## src/rtl/psram_arbiter_if.sv

```systemverilog
// psram_arbiter_if: client ports A/B, controller command port and status of the PSRAM arbiter.
// Latency: none, plain wires.
// Backpressure: carried by the req/ack handshake per client and mem_busy from the controller.
interface psram_arbiter_if;
   // Client port A
   logic        a_req;
   logic        a_we;
   logic        a_byte;
   logic [21:0] a_addr;
   logic [15:0] a_wdata;
   logic [15:0] a_rdata;
   logic        a_ack;
   // Client port B
   logic        b_req;
   logic        b_we;
   logic        b_byte;
   logic [21:0] b_addr;
   logic [15:0] b_wdata;
   logic [15:0] b_rdata;
   logic        b_ack;
   // Controller command side
   logic        mem_read;
   logic        mem_write;
   logic [21:0] mem_addr;
   logic [15:0] mem_din;
   logic        mem_byte_write;
   logic [15:0] mem_dout;
   logic        mem_busy;
   // Status
   logic        timeout_err;

   // Arbiter side
   modport slave (
      input  a_req, a_we, a_byte, a_addr, a_wdata,
      output a_rdata, a_ack,
      input  b_req, b_we, b_byte, b_addr, b_wdata,
      output b_rdata, b_ack,
      output mem_read, mem_write, mem_addr, mem_din, mem_byte_write,
      input  mem_dout, mem_busy,
      output timeout_err
   );

   // Clients plus controller side
   modport master (
      output a_req, a_we, a_byte, a_addr, a_wdata,
      input  a_rdata, a_ack,
      output b_req, b_we, b_byte, b_addr, b_wdata,
      input  b_rdata, b_ack,
      input  mem_read, mem_write, mem_addr, mem_din, mem_byte_write,
      output mem_dout, mem_busy,
      input  timeout_err
   );
endinterface

```

## src/rtl/psram_arbiter.sv

```systemverilog
// psram_arbiter: serialises A (CPU) and B (DMA/video) word/byte requests onto the PSRAM controller pulse interface.
// Latency: command pulse the cycle after a request is seen with the controller idle; ack one cycle after mem_busy falls.
// Backpressure: nothing issues while mem_busy is high; each client holds req until its one-cycle ack.
// Build option: define PSRAM_ARB_RR_EN for round-robin between A and B; otherwise A has fixed priority.
module psram_arbiter #(
   parameter int START_TIMEOUT = 7
) (
   input  logic           clk,
   input  logic           resetn,
   psram_arbiter_if.slave bus
);

   localparam int            CW      = $clog2(START_TIMEOUT + 1);
   localparam logic [CW-1:0] TO_LAST = CW'(START_TIMEOUT - 1);

   typedef enum logic [2:0] {
      IDLE,
      ISSUE,
      WAIT_START,
      WAIT_END,
      DONE
   } state_t;

   state_t        state;
   logic          gnt_b;     // port owning the transaction in flight (1 = B)
   logic          lat_we;    // latched direction of the transaction in flight
   logic [CW-1:0] to_cnt;    // cycles spent in WAIT_START without busy

   logic          pick_b;
   logic          sel_we;
   logic          sel_byte;
   logic [21:0]   sel_addr;
   logic [15:0]   sel_wdata;

`ifdef PSRAM_ARB_RR_EN
   logic          rr_last;   // port granted most recently (1 = B)
`endif

   // Pick the port to grant and mux its command fields
   always_comb begin
      pick_b = bus.b_req & ~bus.a_req;
`ifdef PSRAM_ARB_RR_EN
      if (bus.a_req && bus.b_req) begin
         pick_b = ~rr_last;
      end
`endif
      sel_we    = pick_b ? bus.b_we    : bus.a_we;
      sel_byte  = pick_b ? bus.b_byte  : bus.a_byte;
      sel_addr  = pick_b ? bus.b_addr  : bus.a_addr;
      sel_wdata = pick_b ? bus.b_wdata : bus.a_wdata;
   end

   // Transaction sequencer; acks and rdata are set on the edge entering DONE so they are valid during DONE
   always_ff @(posedge clk or negedge resetn) begin
      if (!resetn) begin
         state              <= IDLE;
         gnt_b              <= 1'b0;
         lat_we             <= 1'b0;
         to_cnt             <= '0;
         bus.mem_read       <= 1'b0;
         bus.mem_write      <= 1'b0;
         bus.mem_addr       <= '0;
         bus.mem_din        <= '0;
         bus.mem_byte_write <= 1'b0;
         bus.a_rdata        <= '0;
         bus.b_rdata        <= '0;
         bus.a_ack          <= 1'b0;
         bus.b_ack          <= 1'b0;
         bus.timeout_err    <= 1'b0;
`ifdef PSRAM_ARB_RR_EN
         rr_last            <= 1'b1;
`endif
      end else begin
         case (state)
            IDLE: begin
               // mem_busy high also covers the controller's power-up configuration window
               if (!bus.mem_busy && (bus.a_req || bus.b_req)) begin
                  gnt_b              <= pick_b;
                  lat_we             <= sel_we;
                  bus.mem_addr       <= sel_addr;
                  bus.mem_din        <= sel_wdata;
                  bus.mem_byte_write <= sel_byte;
                  bus.mem_read       <= ~sel_we;
                  bus.mem_write      <= sel_we;
`ifdef PSRAM_ARB_RR_EN
                  rr_last            <= pick_b;
`endif
                  state              <= ISSUE;
               end
            end
            ISSUE: begin
               bus.mem_read  <= 1'b0;
               bus.mem_write <= 1'b0;
               to_cnt        <= '0;
               state         <= WAIT_START;
            end
            WAIT_START: begin
               if (bus.mem_busy) begin
                  state <= WAIT_END;
               end else if (to_cnt == TO_LAST) begin
                  // Controller never accepted: finish with an ack but leave rdata untouched
                  bus.timeout_err <= 1'b1;
                  bus.a_ack       <= ~gnt_b;
                  bus.b_ack       <= gnt_b;
                  state           <= DONE;
               end else begin
                  to_cnt <= to_cnt + 1'b1;
               end
            end
            WAIT_END: begin
               if (!bus.mem_busy) begin
                  bus.a_ack <= ~gnt_b;
                  bus.b_ack <= gnt_b;
                  if (!lat_we) begin
                     if (gnt_b) begin
                        bus.b_rdata <= bus.mem_dout;
                     end else begin
                        bus.a_rdata <= bus.mem_dout;
                     end
                  end
                  state <= DONE;
               end
            end
            DONE: begin
               bus.a_ack <= 1'b0;
               bus.b_ack <= 1'b0;
               state     <= IDLE;
            end
            default: begin
               state <= IDLE;
            end
         endcase
      end
   end

endmodule

```

## src/flat_wrapper.sv

```systemverilog
// flat-port wrapper written by rule: the top's interface ports become plain ports
module psram_arbiter_flat 
#(
   parameter int START_TIMEOUT = 7
)
  (clk, resetn, bus_a_req, bus_a_we, bus_a_byte, bus_a_addr, bus_a_wdata, bus_a_rdata, bus_a_ack, bus_b_req, bus_b_we, bus_b_byte, bus_b_addr, bus_b_wdata, bus_b_rdata, bus_b_ack, bus_mem_read, bus_mem_write, bus_mem_addr, bus_mem_din, bus_mem_byte_write, bus_mem_dout, bus_mem_busy, bus_timeout_err);
  psram_arbiter_if bus_i ();
  input  logic clk;
  input  logic resetn;
  input wire logic [$bits(bus_i.a_req)-1:0] bus_a_req;
  input wire logic [$bits(bus_i.a_we)-1:0] bus_a_we;
  input wire logic [$bits(bus_i.a_byte)-1:0] bus_a_byte;
  input wire logic [$bits(bus_i.a_addr)-1:0] bus_a_addr;
  input wire logic [$bits(bus_i.a_wdata)-1:0] bus_a_wdata;
  output wire logic [$bits(bus_i.a_rdata)-1:0] bus_a_rdata;
  output wire logic [$bits(bus_i.a_ack)-1:0] bus_a_ack;
  input wire logic [$bits(bus_i.b_req)-1:0] bus_b_req;
  input wire logic [$bits(bus_i.b_we)-1:0] bus_b_we;
  input wire logic [$bits(bus_i.b_byte)-1:0] bus_b_byte;
  input wire logic [$bits(bus_i.b_addr)-1:0] bus_b_addr;
  input wire logic [$bits(bus_i.b_wdata)-1:0] bus_b_wdata;
  output wire logic [$bits(bus_i.b_rdata)-1:0] bus_b_rdata;
  output wire logic [$bits(bus_i.b_ack)-1:0] bus_b_ack;
  output wire logic [$bits(bus_i.mem_read)-1:0] bus_mem_read;
  output wire logic [$bits(bus_i.mem_write)-1:0] bus_mem_write;
  output wire logic [$bits(bus_i.mem_addr)-1:0] bus_mem_addr;
  output wire logic [$bits(bus_i.mem_din)-1:0] bus_mem_din;
  output wire logic [$bits(bus_i.mem_byte_write)-1:0] bus_mem_byte_write;
  input wire logic [$bits(bus_i.mem_dout)-1:0] bus_mem_dout;
  input wire logic [$bits(bus_i.mem_busy)-1:0] bus_mem_busy;
  output wire logic [$bits(bus_i.timeout_err)-1:0] bus_timeout_err;
  assign bus_i.a_req = bus_a_req;
  assign bus_i.a_we = bus_a_we;
  assign bus_i.a_byte = bus_a_byte;
  assign bus_i.a_addr = bus_a_addr;
  assign bus_i.a_wdata = bus_a_wdata;
  assign bus_a_rdata = bus_i.a_rdata;
  assign bus_a_ack = bus_i.a_ack;
  assign bus_i.b_req = bus_b_req;
  assign bus_i.b_we = bus_b_we;
  assign bus_i.b_byte = bus_b_byte;
  assign bus_i.b_addr = bus_b_addr;
  assign bus_i.b_wdata = bus_b_wdata;
  assign bus_b_rdata = bus_i.b_rdata;
  assign bus_b_ack = bus_i.b_ack;
  assign bus_mem_read = bus_i.mem_read;
  assign bus_mem_write = bus_i.mem_write;
  assign bus_mem_addr = bus_i.mem_addr;
  assign bus_mem_din = bus_i.mem_din;
  assign bus_mem_byte_write = bus_i.mem_byte_write;
  assign bus_i.mem_dout = bus_mem_dout;
  assign bus_i.mem_busy = bus_mem_busy;
  assign bus_timeout_err = bus_i.timeout_err;
  psram_arbiter #(.START_TIMEOUT(START_TIMEOUT)) u_core (.clk(clk), .resetn(resetn), .bus(bus_i));
endmodule
```

## config.mk

```make
export PLATFORM = sky130hd
export DESIGN_NAME = psram_arbiter_flat
export DESIGN_NICKNAME = d
export VERILOG_FILES = /design/src/rtl/psram_arbiter_if.sv /design/src/rtl/psram_arbiter.sv /design/src/flat_wrapper.sv
export SDC_FILE = /design/constraint.sdc
export NUM_CORES = 1
export LEC_CHECK = 0
export ABC_AREA = 1
export ABC_CLOCK_PERIOD_IN_PS = 1450
export BUFFER_PORTS_ARGS = -buffer_cell sky130_fd_sc_hd__clkbuf_2
export CAP_MARGIN = 15
export CORE_MARGIN = 2
export CORE_UTILIZATION = 25
export DETAILED_ROUTE_END_ITERATION = 8
export GPL_TIMING_DRIVEN = 1
export SLEW_MARGIN = 5
export SYNTH_ARGS = -nofsm -noshare
export SYNTH_HDL_FRONTEND = slang
export SYNTH_SLANG_ARGS = --single-unit
```

## constraint.sdc

```tcl
create_clock -name clk -period 1.45 [get_ports clk]
set_input_delay 0.29 -clock clk [delete_from_list [all_inputs] [get_ports clk]]
set_output_delay 0.29 -clock clk [all_outputs]
set_load 0.02 [all_outputs]
```

==> flow_summary_export.csv <==
group,metric,value,unit
synthesis,yosys-top-cells-area,"dfrtp_1 (56%), nand2_1 (15%), o21a_1 (7.8%)",
run,cap_violations,0,
sta,whs,0.1780,ns
pwr,total_power,11040,µW
synthesis,synth_cell_types,22,
routing,ant_nets,0,
floorplan,start_util,0.2571,
synthesis,yosysMostFrequentCell,"nand2_1",
pwr,powerDensity,2072,nW/µm²
routing,drt_iter0_drc,154,
synthesis,synth_commonest_cells,"nand2_1 (145), dfrtp_1 (84), nand3_1 (46)",
floorplan,core,14590,µm²
cells_and_area,drive_gt1_frac,0.3614,
synthesis,seq_area_frac_synth,0.5604,
worst_setup_path,slowest_delay,0.39,ns
synthesis,synth.avg_cell_area,8.785,µm²
worst_setup_path,startpoint_type,"register",
global_routing,grt_pass1_vias,3377,
global_routing,grt_pass1_wl,16620,µm
synthesis,yosys.area.top_type,"dfrtp_1",
floorplan,fp.dieW,126.5,µm
synthesis,async_flop_share,1.000,
global_routing,gr-usage-met2,0.2215,
sta,max_slew_margin,0.8129,
hold_path,hold_depth,3,
global_routing,grt_max_degree,45,
synthesis,synth-seq-cells,84,
sta,setup_viol_count_final,0,
placement,io_buffers,176,
synthesis,ys.warnings.count,0,
synthesis,synth_top_area_share,0.5604,
worst_setup_path,cp_slowest_cell,"dfrtp_1",
routing,dr.pass1.iters,4,
global_routing,antenna_found_initial,0,
clock_tree,htree_levels,3,
routing,vias,3467,
routing,via_per_inst,4.328,
worst_setup_path,worst_ep_arrival_time,1.64,ns
worst_setup_path,crit_path_end_kind,"register",
clock_tree,clk_pin_slew_worst_paths,0.07,ns
placement,place_congestion,0.7951,
floorplan,ios,177,
pwr,leakage,0.002768,µW
hold_path,hold_class,"in -> reg",
worst_setup_path,path_class,"reg -> reg",
floorplan,die_area,16000,µm²
sta,hold_violations,0,
worst_setup_path,cp_max_fo,12,
worst_setup_path,reg2reg_from,"u_core.state[0]",
global_routing,grt_use_met3,0.03290,
worst_setup_path,regToRegSetupSlack,0.07,ns
worst_setup_path,r2r_cells,7,
worst_setup_path,r2r-end,"u_core.gnt_b",
placement,hpwl,7559,µm
synthesis,synthCells,427,
routing,drc,0,
cells_and_area,antenna_cells,0,
floorplan,num_rows,44,
hold_path,min-delay-start,"bus_mem_dout[15]",
global_routing,grt_overflow,0,
sta,drv_slew,0,
global_routing,track_usage,0.1318,
sta,finClkSkew,0.004015,ns
global_routing,busiest_layer,"met2",
synthesis,syn_area,3751,µm²
synthesis,synth_edf_count,0,
sta,timing.final.crit_period,1.375,ns
sta,fmax,727.1,MHz
worst_setup_path,cp_common_cell,"nand2_1",
clock_tree,cts_root_buf,"clkbuf_16",
cells_and_area,syn_to_final_growth,41.99,%
synthesis,synth_ff_type,"dfrtp_1",
floorplan,chipHeight,126.5,µm
clock_tree,numCtsBuffers,9,
sta,worstMarginPinSlew,0.2807,ns
clock_tree,clk_path_buf_depth,2,
synthesis,synth_nets,530,
clock_tree,insertion_delay,0.35,ns
cells_and_area,nets,715,
sta,min_period_over_period,0.9485,
routing,wl_per_cell,13.26,µm
hold_path,min_to,"u_core.bus.b_rdata[15]",
pwr,peakVddDrop,0.5842,mV
worst_setup_path,required,1.72,ns
clock_tree,cts_sinks,84,
routing,wirelength,10620,µm
outcome,status,"completed",
sta,rsz0062_at_grt,"yes",
clock_tree,tritoncts,"done",
worst_setup_path,path_cells,"nor2_2 -> nand2_1 -> nor2_4 -> buf_4 -> clkbuf_16 -> nand2_1 -> o21ai_0",
global_routing,grtUsageMet1,0.1600,
-- area by class of cell --
cell class / count / area (µm²)
Multi-Input combinational cell: 292 / 1419
Timing Repair Buffer: 197 / 1186
Tap cell: 184 / 230.2
Fill cell: 1512 / 9263
Sequential cell: 84 / 2102
Inverter: 28 / 105.1
Clock inverter: 7 / 58.81
Clock buffer: 9 / 225.2
-- what timing repair did --
action	4_1_cts	5_1_grt
buffers inserted	0	2
hold buffers	1	0
endpoints found under the hold margin	14	0
setup endpoints to repair	0	36
resized for setup	0	5
-- layout by cell type (no fill, tap or decap), types with 3 or more instances in the layout --
cell type / Yosys / final
o21ai_0: 35 / 35
inv_2: 3 / 3
inv_1: 25 / 25
buf_4: 4 / 9
nor2_1: 14 / 12
o21a_1: 39 / 39
nand2_1: 145 / 144
nand3_1: 46 / 46
clkbuf_2: 0 / 175
dfrtp_1: 84 / 84
buf_12: 0 / 8
inv_6: 0 / 3
clkbuf_16: 0 / 11
-- routing by layer --
metal | up-vias | wire [µm]
met3 | 21 | 518
li1 | 1752 | -
met2 | 92 | 5087
met5 | - | 0
met1 | 1602 | 4740
met4 | 0 | 272
-- report_power, final --
part	switching [µW]	internal [µW]	total, µW
combinational	2940	1870	4810
clock	1040	1190	2230
sequential	589	3410	4000
-- flip-flops by register name, summed over array words and instances (netlist names) --
signal	count
u_core.bus.mem_read	1
u_core.bus.mem_addr	22
u_core.bus.b_rdata	16
u_core.bus.a_rdata	16
u_core.bus.mem_din	16
u_core.gnt_b	1
u_core.bus.mem_byte_write	1
u_core.bus.a_ack	1
u_core.state	3
u_core.bus.timeout_err	1
u_core.lat_we	1
u_core.to_cnt	3
u_core.bus.mem_write	1
u_core.bus.b_ack	1
-- logic make-up after synthesis --
family / synth area share
flops: 0.5604
compound gates: 0.1338
fa+ha+maj: 0.006670
xor+xnor: 0.002335
simple gates: 0.2322
buf+inv: 0.06471
-- how the worst max path moves through the flow --
stage | from | endpoint | depth (start not counted)
floorplan | u_core.state[0] | u_core.bus.mem_addr[10] | 7
global placement | bus_a_req | u_core.bus.mem_read | 10
detailed placement | u_core.state[0] | u_core.bus.mem_addr[15] | 6
CTS | u_core.state[0] | u_core.bus.mem_addr[15] | 6
global route | u_core.state[0] | u_core.gnt_b | 7
finish | u_core.state[0] | u_core.gnt_b | 7
-- stage by stage --
stage,utilization,instances,setup slack [ns],cell area (µm²),setup TNS [ns]
2_1_floorplan,-,427,0.1563,3751,0
3_3_place_gp,0.3395,780,0.08670,4952,0
3_5_place_dp,0.3395,780,0.05856,4952,0
4_1_cts,0.3596,797,0.05304,5246,0
5_1_grt,0.3651,801,-0.03312,5326,-0.1398
6_report,0.3651,801,0.07464,5326,0
-- worst max-delay path: cells and delay by family (launching register included) --
kind	cells	cell delay, ns
simple gates	4	0.49
flops	1	0.39
compound gates	1	0.07
buf+inv	2	0.34
Note: power is estimated with default switching activity, not from simulation.
